<file path="src/rtl/alu_arbiter.sv">
// Two-requester front end for a single shared combinational ALU.
// One operation in flight: accept, execute for one cycle, hold the response until consumed.
module alu_arbiter #(
  parameter int WIDTH = 32
) (
  input  logic             clk,
  input  logic             rst,
  input  logic             req0_valid,
  output logic             req0_ready,
  input  logic [WIDTH-1:0] req0_a,
  input  logic [WIDTH-1:0] req0_b,
  input  logic [3:0]       req0_op,
  input  logic             req1_valid,
  output logic             req1_ready,
  input  logic [WIDTH-1:0] req1_a,
  input  logic [WIDTH-1:0] req1_b,
  input  logic [3:0]       req1_op,
  output logic [WIDTH-1:0] alu_a,
  output logic [WIDTH-1:0] alu_b,
  output logic [3:0]       alu_control,
  input  logic [WIDTH-1:0] alu_result,
  input  logic             alu_zero,
  output logic             rsp0_valid,
  input  logic             rsp0_ready,
  output logic [WIDTH-1:0] rsp0_result,
  output logic             rsp0_zero,
  output logic             rsp1_valid,
  input  logic             rsp1_ready,
  output logic [WIDTH-1:0] rsp1_result,
  output logic             rsp1_zero
);

  typedef enum logic [1:0] {IDLE, EXEC, RESP} state_t;

  state_t           state_q, state_d;
  logic             last_q, last_d;
  logic             owner_q, owner_d;
  logic [WIDTH-1:0] a_q, a_d;
  logic [WIDTH-1:0] b_q, b_d;
  logic [3:0]       op_q, op_d;
  logic [WIDTH-1:0] result_q, result_d;
  logic             zero_q, zero_d;

  logic grant;
  logic any_valid;
  logic idle_open;

  // With both requesters pending, the one not served last wins.
  always_comb begin
    any_valid  = req0_valid | req1_valid;
    grant      = (req0_valid & req1_valid) ? ~last_q : req1_valid;
    idle_open  = (state_q == IDLE) && !rst;
    req0_ready = idle_open && req0_valid && !grant;
    req1_ready = idle_open && req1_valid && grant;
  end

  always_comb begin
    state_d  = state_q;
    last_d   = last_q;
    owner_d  = owner_q;
    a_d      = a_q;
    b_d      = b_q;
    op_d     = op_q;
    result_d = result_q;
    zero_d   = zero_q;
    case (state_q)
      IDLE: begin
        if (any_valid) begin
          state_d = EXEC;
          owner_d = grant;
          a_d     = grant ? req1_a  : req0_a;
          b_d     = grant ? req1_b  : req0_b;
          op_d    = grant ? req1_op : req0_op;
        end
      end
      EXEC: begin
        result_d = alu_result;
        zero_d   = alu_zero;
        state_d  = RESP;
      end
      RESP: begin
        if (owner_q ? rsp1_ready : rsp0_ready) begin
          state_d = IDLE;
          last_d  = owner_q;
        end
      end
      default: state_d = IDLE;
    endcase
  end

  // last_q resets to 1 so that requester 0 wins the first contention.
  always_ff @(posedge clk) begin
    if (rst) begin
      state_q  <= IDLE;
      last_q   <= 1'b1;
      owner_q  <= 1'b0;
      a_q      <= '0;
      b_q      <= '0;
      op_q     <= '0;
      result_q <= '0;
      zero_q   <= 1'b0;
    end else begin
      state_q  <= state_d;
      last_q   <= last_d;
      owner_q  <= owner_d;
      a_q      <= a_d;
      b_q      <= b_d;
      op_q     <= op_d;
      result_q <= result_d;
      zero_q   <= zero_d;
    end
  end

  assign alu_a       = a_q;
  assign alu_b       = b_q;
  assign alu_control = op_q;

  assign rsp0_valid  = (state_q == RESP) && !owner_q;
  assign rsp1_valid  = (state_q == RESP) && owner_q;
  assign rsp0_result = owner_q ? '0 : result_q;
  assign rsp1_result = owner_q ? result_q : '0;
  assign rsp0_zero   = !owner_q && zero_q;
  assign rsp1_zero   = owner_q && zero_q;

endmodule

</file>
<file path="config.mk">
export PLATFORM = sky130hd
export DESIGN_NAME = alu_arbiter
export DESIGN_NICKNAME = d
export VERILOG_FILES = /design/src/rtl/alu_arbiter.sv
export SDC_FILE = /design/constraint.sdc
export NUM_CORES = 1
export LEC_CHECK = 0
export CAP_MARGIN = 20
export CORE_AREA = 2 2 122 124
export CTS_CLUSTER_DIAMETER = 40
export DETAILED_ROUTE_END_ITERATION = 12
export DIE_AREA = 0 0 124 126
export HOLD_SLACK_MARGIN = 0.02
export PLACE_DENSITY = 0.88
export SLEW_MARGIN = 20
export SYNTH_ARGS = -nofsm -noshare
export SYNTH_HDL_FRONTEND = slang
export SYNTH_SLANG_ARGS = --single-unit
</file>
<file path="constraint.sdc">
create_clock -name clk -period 4.1 [get_ports clk]
set_input_delay 1.025 -clock clk [delete_from_list [all_inputs] [get_ports clk]]
set_output_delay 1.025 -clock clk [all_outputs]
set_load 0.05 [all_outputs]
</file>
# Word-level counts from Yosys, hierarchy flattened
# Index checks and enable logic that the tools add are counted.
[classes] n_eq_ne=4 n_mux=10 bitwise_logic=3 n_reduce_logical=16
[ops] op="32-bit two-way mux" n=4
[ops] op="1-bit logical AND" n=9
[ops] op="2-bit case mux with 3 select lines" n=1
[ops] op="2-bit AND reduction" n=3
[ops] op="2-bit two-way mux" n=2
[ops] op="4-bit two-way mux" n=1
[ops] op="2-bit inequality test (second input constant)" n=2
[ops] op="1-bit logical NOT" n=3
[ops] op="2-bit by 1-bit == test with 1-bit output (second input constant)" n=1
[ops] op="2-bit == test (second input constant)" n=1
[ops] op="2-bit logical NOT" n=1
[ops] op="1-bit two-way mux" n=2
[ops] op="1-bit AND" n=1
[ops] op="1-bit NOT" n=1
[ops] op="1-bit OR" n=1
[totals] reg_bits=105 inputBits=175 output_inout_bits=138

# Longest topological paths before layout
[depth] word_depth=4 depth_mapped=6 ltp_nobuf=3

# Least setup slack after synthesis
# Ideal clock, no wire load.
[synth_path] kind="input port to output port" from="input req1_valid" to="output req0_ready" arrival_time_ns=2.142 slack_ns=0.933 cell_stages=5 n_path_buf=3 path_cell_list="a21bo_2 > buf_2 > buf_2 > buf_2 > and3_1"
[synth_via] elab_chain_cells=4
[synth_lines] element="start: declaration" line_no="13" rtl="input logic req1_valid,"
[synth_lines] element="1-bit AND" line_no="51" rtl="grant = (req0_valid & req1_valid) ? ~last_q : req1_valid;"
[synth_lines] element="1-bit two-way mux *" line_no="51"
[synth_lines] element="1-bit logical NOT *" line_no="53" rtl="req0_ready = idle_open && req0_valid && !grant;"
[synth_lines] element="1-bit logical AND *" line_no="53"
[synth_lines] element="end: declaration" line_no="9" rtl="output logic req0_ready,"
# Mark *: on every way between the ends. The rest lies on a longest branch, timed or not.

# Worst setup path in the final report
[layout_path] from="register owner_q" to="output rsp1_result[2]"
[layout_via] elab_chain_cells=1
[layout_lines] element="start: declaration" line_no="37" rtl="logic owner_q, owner_d;"
[layout_lines] element="start signal: assignment" line_no="105" rtl="owner_q <= owner_d;"
[layout_lines] element="32-bit two-way mux" line_no="121" rtl="assign rsp1_result = owner_q ? result_q : '0;"
[layout_lines] element="end: declaration" line_no="29" rtl="output logic [WIDTH-1:0] rsp1_result,"
# Every way passes these cells.

==> results.py <==
metrics = {
    "run_status": {
        "outcome": "finished, final reports clean",
    },
    "routing": {
        "post_drt_wl_per_cell_um": 15.82,
        "drc": 0,
        "ant_nets": 0,
        "drt-pass1-iter-count": 5,
        "vias_per_cell": 4.987,
        "via_count": 5446,
        "wl_um": 17280,
        "drtIter0Drc": 302,
    },
    "floorplanning": {
        "initial_core_util_pct": 35.05,
        "ios": 313,
        "fp.dieW_um": 124,
        "die_y_um": 126,
        "num_rows": 44,
        "die_area_um2": 15620,
        "core-area_um2": 14310,
    },
    "global_route": {
        "grt_pass1_wl_um": 27060,
        "track_usage_pct": 21.90,
        "grt_use_met1_pct": 25.81,
        "busiest_layer": "met2",
        "grt_max_degree": 105,
        "grtUsageMet2_pct": 36.78,
        "grt-ovfl-total": 0,
        "grt_antenna_before_repair": 0,
        "use_met3_pct": 6.295,
        "grt_pass1_vias": 5194,
    },
    "clock_tree": {
        "cts.clk_slew.worst_paths_ns": 0.07,
        "cts_buffer_depth": 2,
        "clock-sinks": 105,
        "h-tree-depth": 3,
        "cts_buffers": 9,
        "insertion_delay_ns": 0.35,
        "cts_tree": "built",
        "cts_resized": 0,
        "clockRootBuffer": "clkbuf_16",
        "holdBufCountCts": 0,
        "post_cts_buffers": 0,
    },
    "finish": {
        "regArea_um2": 2103,
        "n_antenna_cell": 0,
        "area_growth_syn_to_layout_pct": 70.27,
        "final_common_cell": "clkdlybuf4s50_1",
        "fin_nets": 1078,
        "final_area_um2": 8543,
        "multi_input_area_um2": 2634,
        "finalNonFillerCells": 1092,
        "nFillCells": 1286,
        "layout_common_cells": "309 x clkdlybuf4s50_1, 205 x nand2_1, 104 x dfxtp_1",
        "layout-drive-gt1-share_pct": 6.388,
        "utilization_pct": 59.69,
    },
    "hold_path": {
        "min-delay-start": "alu_a[4]",
        "hold_path_class": "register to register",
    },
    "job": {
        "drv_cap": 0,
    },
    "worst_setup_path": {
        "crit_fanout": 60,
        "worst_setup_path_start_kind": "register",
        "slowest_delay_ns": 0.89,
        "crit_arrival_ns": 2.49,
        "crit_required_ns": 3.07,
        "worstSetupStartpoint": "owner_q",
        "cpMaxStageDelayCell": "dfxtp_2",
        "endpoint_kind": "output pin",
        "r2r_start": "state_q[1]",
        "cp_cell_sequence": "buf_4 -> and2_1 -> clkdlybuf4s50_1",
        "path_class": "register to output pin",
    },
    "sta": {
        "fin_crit_ns": 3.518,
        "timing_hold_violations_final": 0,
        "finalSetupViolations": 0,
        "fin_skew_ns": 0.005769,
        "slew_headroom_pct": 28.63,
        "worst_slack_ns": 0.5819,
        "whs_ns": 0.4632,
        "finalCritPeriodShare_pct": 85.81,
        "setup_tns_ns": 0,
        "tightest_slew_ns": 1.071,
        "fmax_ghz": 0.2842,
        "drv_slew": 0,
        "rsz0062_at_grt": "false",
    },
    "power_and_ir_drop": {
        "powerDensity_nw_per_um2": 390.9,
        "p_comb_share_pct": 36.3,
        "p_sw_mw": 1.197,
        "netSwitchingFraction_pct": 35.84,
        "ir_worst_vdd_uv": 227.8,
        "power_mw": 3.340,
        "leakagePower_nw": 3.164,
        "power_frac_seq_pct": 36.4,
        "clock_power_share_pct": 27.3,
        "power.internal_mw": 2.143,
    },
    "logic_synthesis": {
        "yosysWarnings": 0,
        "synth_area_per_cell_um2": 7.964,
        "synth-compound-area-share_pct": 22.89,
        "syn_area_um2": 5017,
        "synthAdderAreaFrac_pct": 0,
        "yosysSeqAreaShare_pct": 41.90,
        "syn_inst": 630,
        "syn-num-nets": 805,
        "ys_ff_latch": 105,
        "yosysUniqueCellTypes": 26,
        "synth_xor_area_share_pct": 0,
        "synthMuxAreaShare_pct": 0.2244,
        "synth_edf_count": 0,
        "synthFlopType": "dfxtp_1",
        "synthSimpleGateAreaFrac_pct": 29.00,
        "synth_top_family_by_area": "simple AND/OR/NAND/NOR gates",
        "async_flop_share_pct": 0,
    },
    "placement": {
        "post-place-ws_ns": 0.9443,
        "numPortBuffers": 312,
        "dp_cells": 1076,
        "place_area_um2": 8227,
        "place.gp.congestion": 0.7652,
        "place_hpwl_um": 12160,
    },
}
## per-layer routing
| layer | up-vias | share of wire (%) |
|---|---|---|
| li1 | 2678 | - |
| met1 | 2480 | 40 |
| met2 | 252 | 48 |
| met3 | 36 | 9.3 |
| met4 | 0 | 3.1 |
| met5 | - | 0 |
## critical path: cells and delay by family (launching register included)
| kind | cells | cell delay, ns |
|---|---|---|
| DFF | 1 | 0.89 |
| and+or+nand+nor | 1 | 0.14 |
| buffers and inverters | 2 | 1.10 |
## registers in the layout, indices dropped and copies added, names as in the netlist
signal / flops
alu_a: 32
alu_b: 32
result_q: 32
alu_control: 4
state_q: 2
last_q: 1
owner_q: 1
zero_q: 1
## cells by family (layout without fill, tap and decap cells)
logic type | count (synthesis) | count (layout)
AND/OR/NAND/NOR | 316 | 316
buffers and inverters | 64 | 342
flip-flops | 105 | 105
multiplexers | 1 | 1
AO/OA/AOI/OAI | 144 | 144
## Yosys cell counts, types with 2 or more instances
cell / count / share of area, %
inv_1: 3 / 0.22
nand2_1: 205 / 15
nor2b_1: 35 / 4.4
and2_1: 35 / 4.4
o21ai_0: 2 / 0.20
buf_2: 22 / 2.2
dfxtp_1: 105 / 42
a32oi_1: 13 / 2.3
buf_4: 2 / 0.30
nor2_1: 3 / 0.22
a32oi_2: 20 / 6.5
nand2b_1: 35 / 4.4
buf_6: 3 / 0.67
clkbuf_1: 32 / 2.4
a21oi_1: 70 / 7.0
clkbuf_2: 2 / 0.20
a311oi_1: 34 / 5.9
## worst paths after layout
| path | endpoint | slack (ns) | cells after the start |
|---|---|---|---|
| worst max-delay path | rsp1_result[2] | 0.58 | 3 |
| worst min-delay path | alu_a[4] | 0.46 | 2 |
| worst max register to register | alu_b[20] | 2.17 | 5 |
| worst min register to register | alu_a[4] | 0.46 | 2 |
## final cells by class
cell class	count	area share [%]
well taps	184	2.695
multi-input cells	461	30.83
repair buffers	323	38.02
inverters	3	0.1318
clock buffers	12	3.120
flip-flops and latches	105	24.62
clock inverters	4	0.5858
## power by group through the flow
| stage | Sequential (mW) | Combinational (mW) | Clock (mW) |
|---|---|---|---|
| global placement | 1.23 | 1.21 | 0 |
| CTS | 1.21 | 1.22 | 0.929 |
| detailed placement | 1.24 | 1.22 | 0 |
| global route | 1.23 | 1.28 | 0.972 |
| floorplan | 1.54 | 0.424 | 0 |
| finish | 1.22 | 1.21 | 0.913 |
Note: power is estimated with default switching activity, not from simulation.
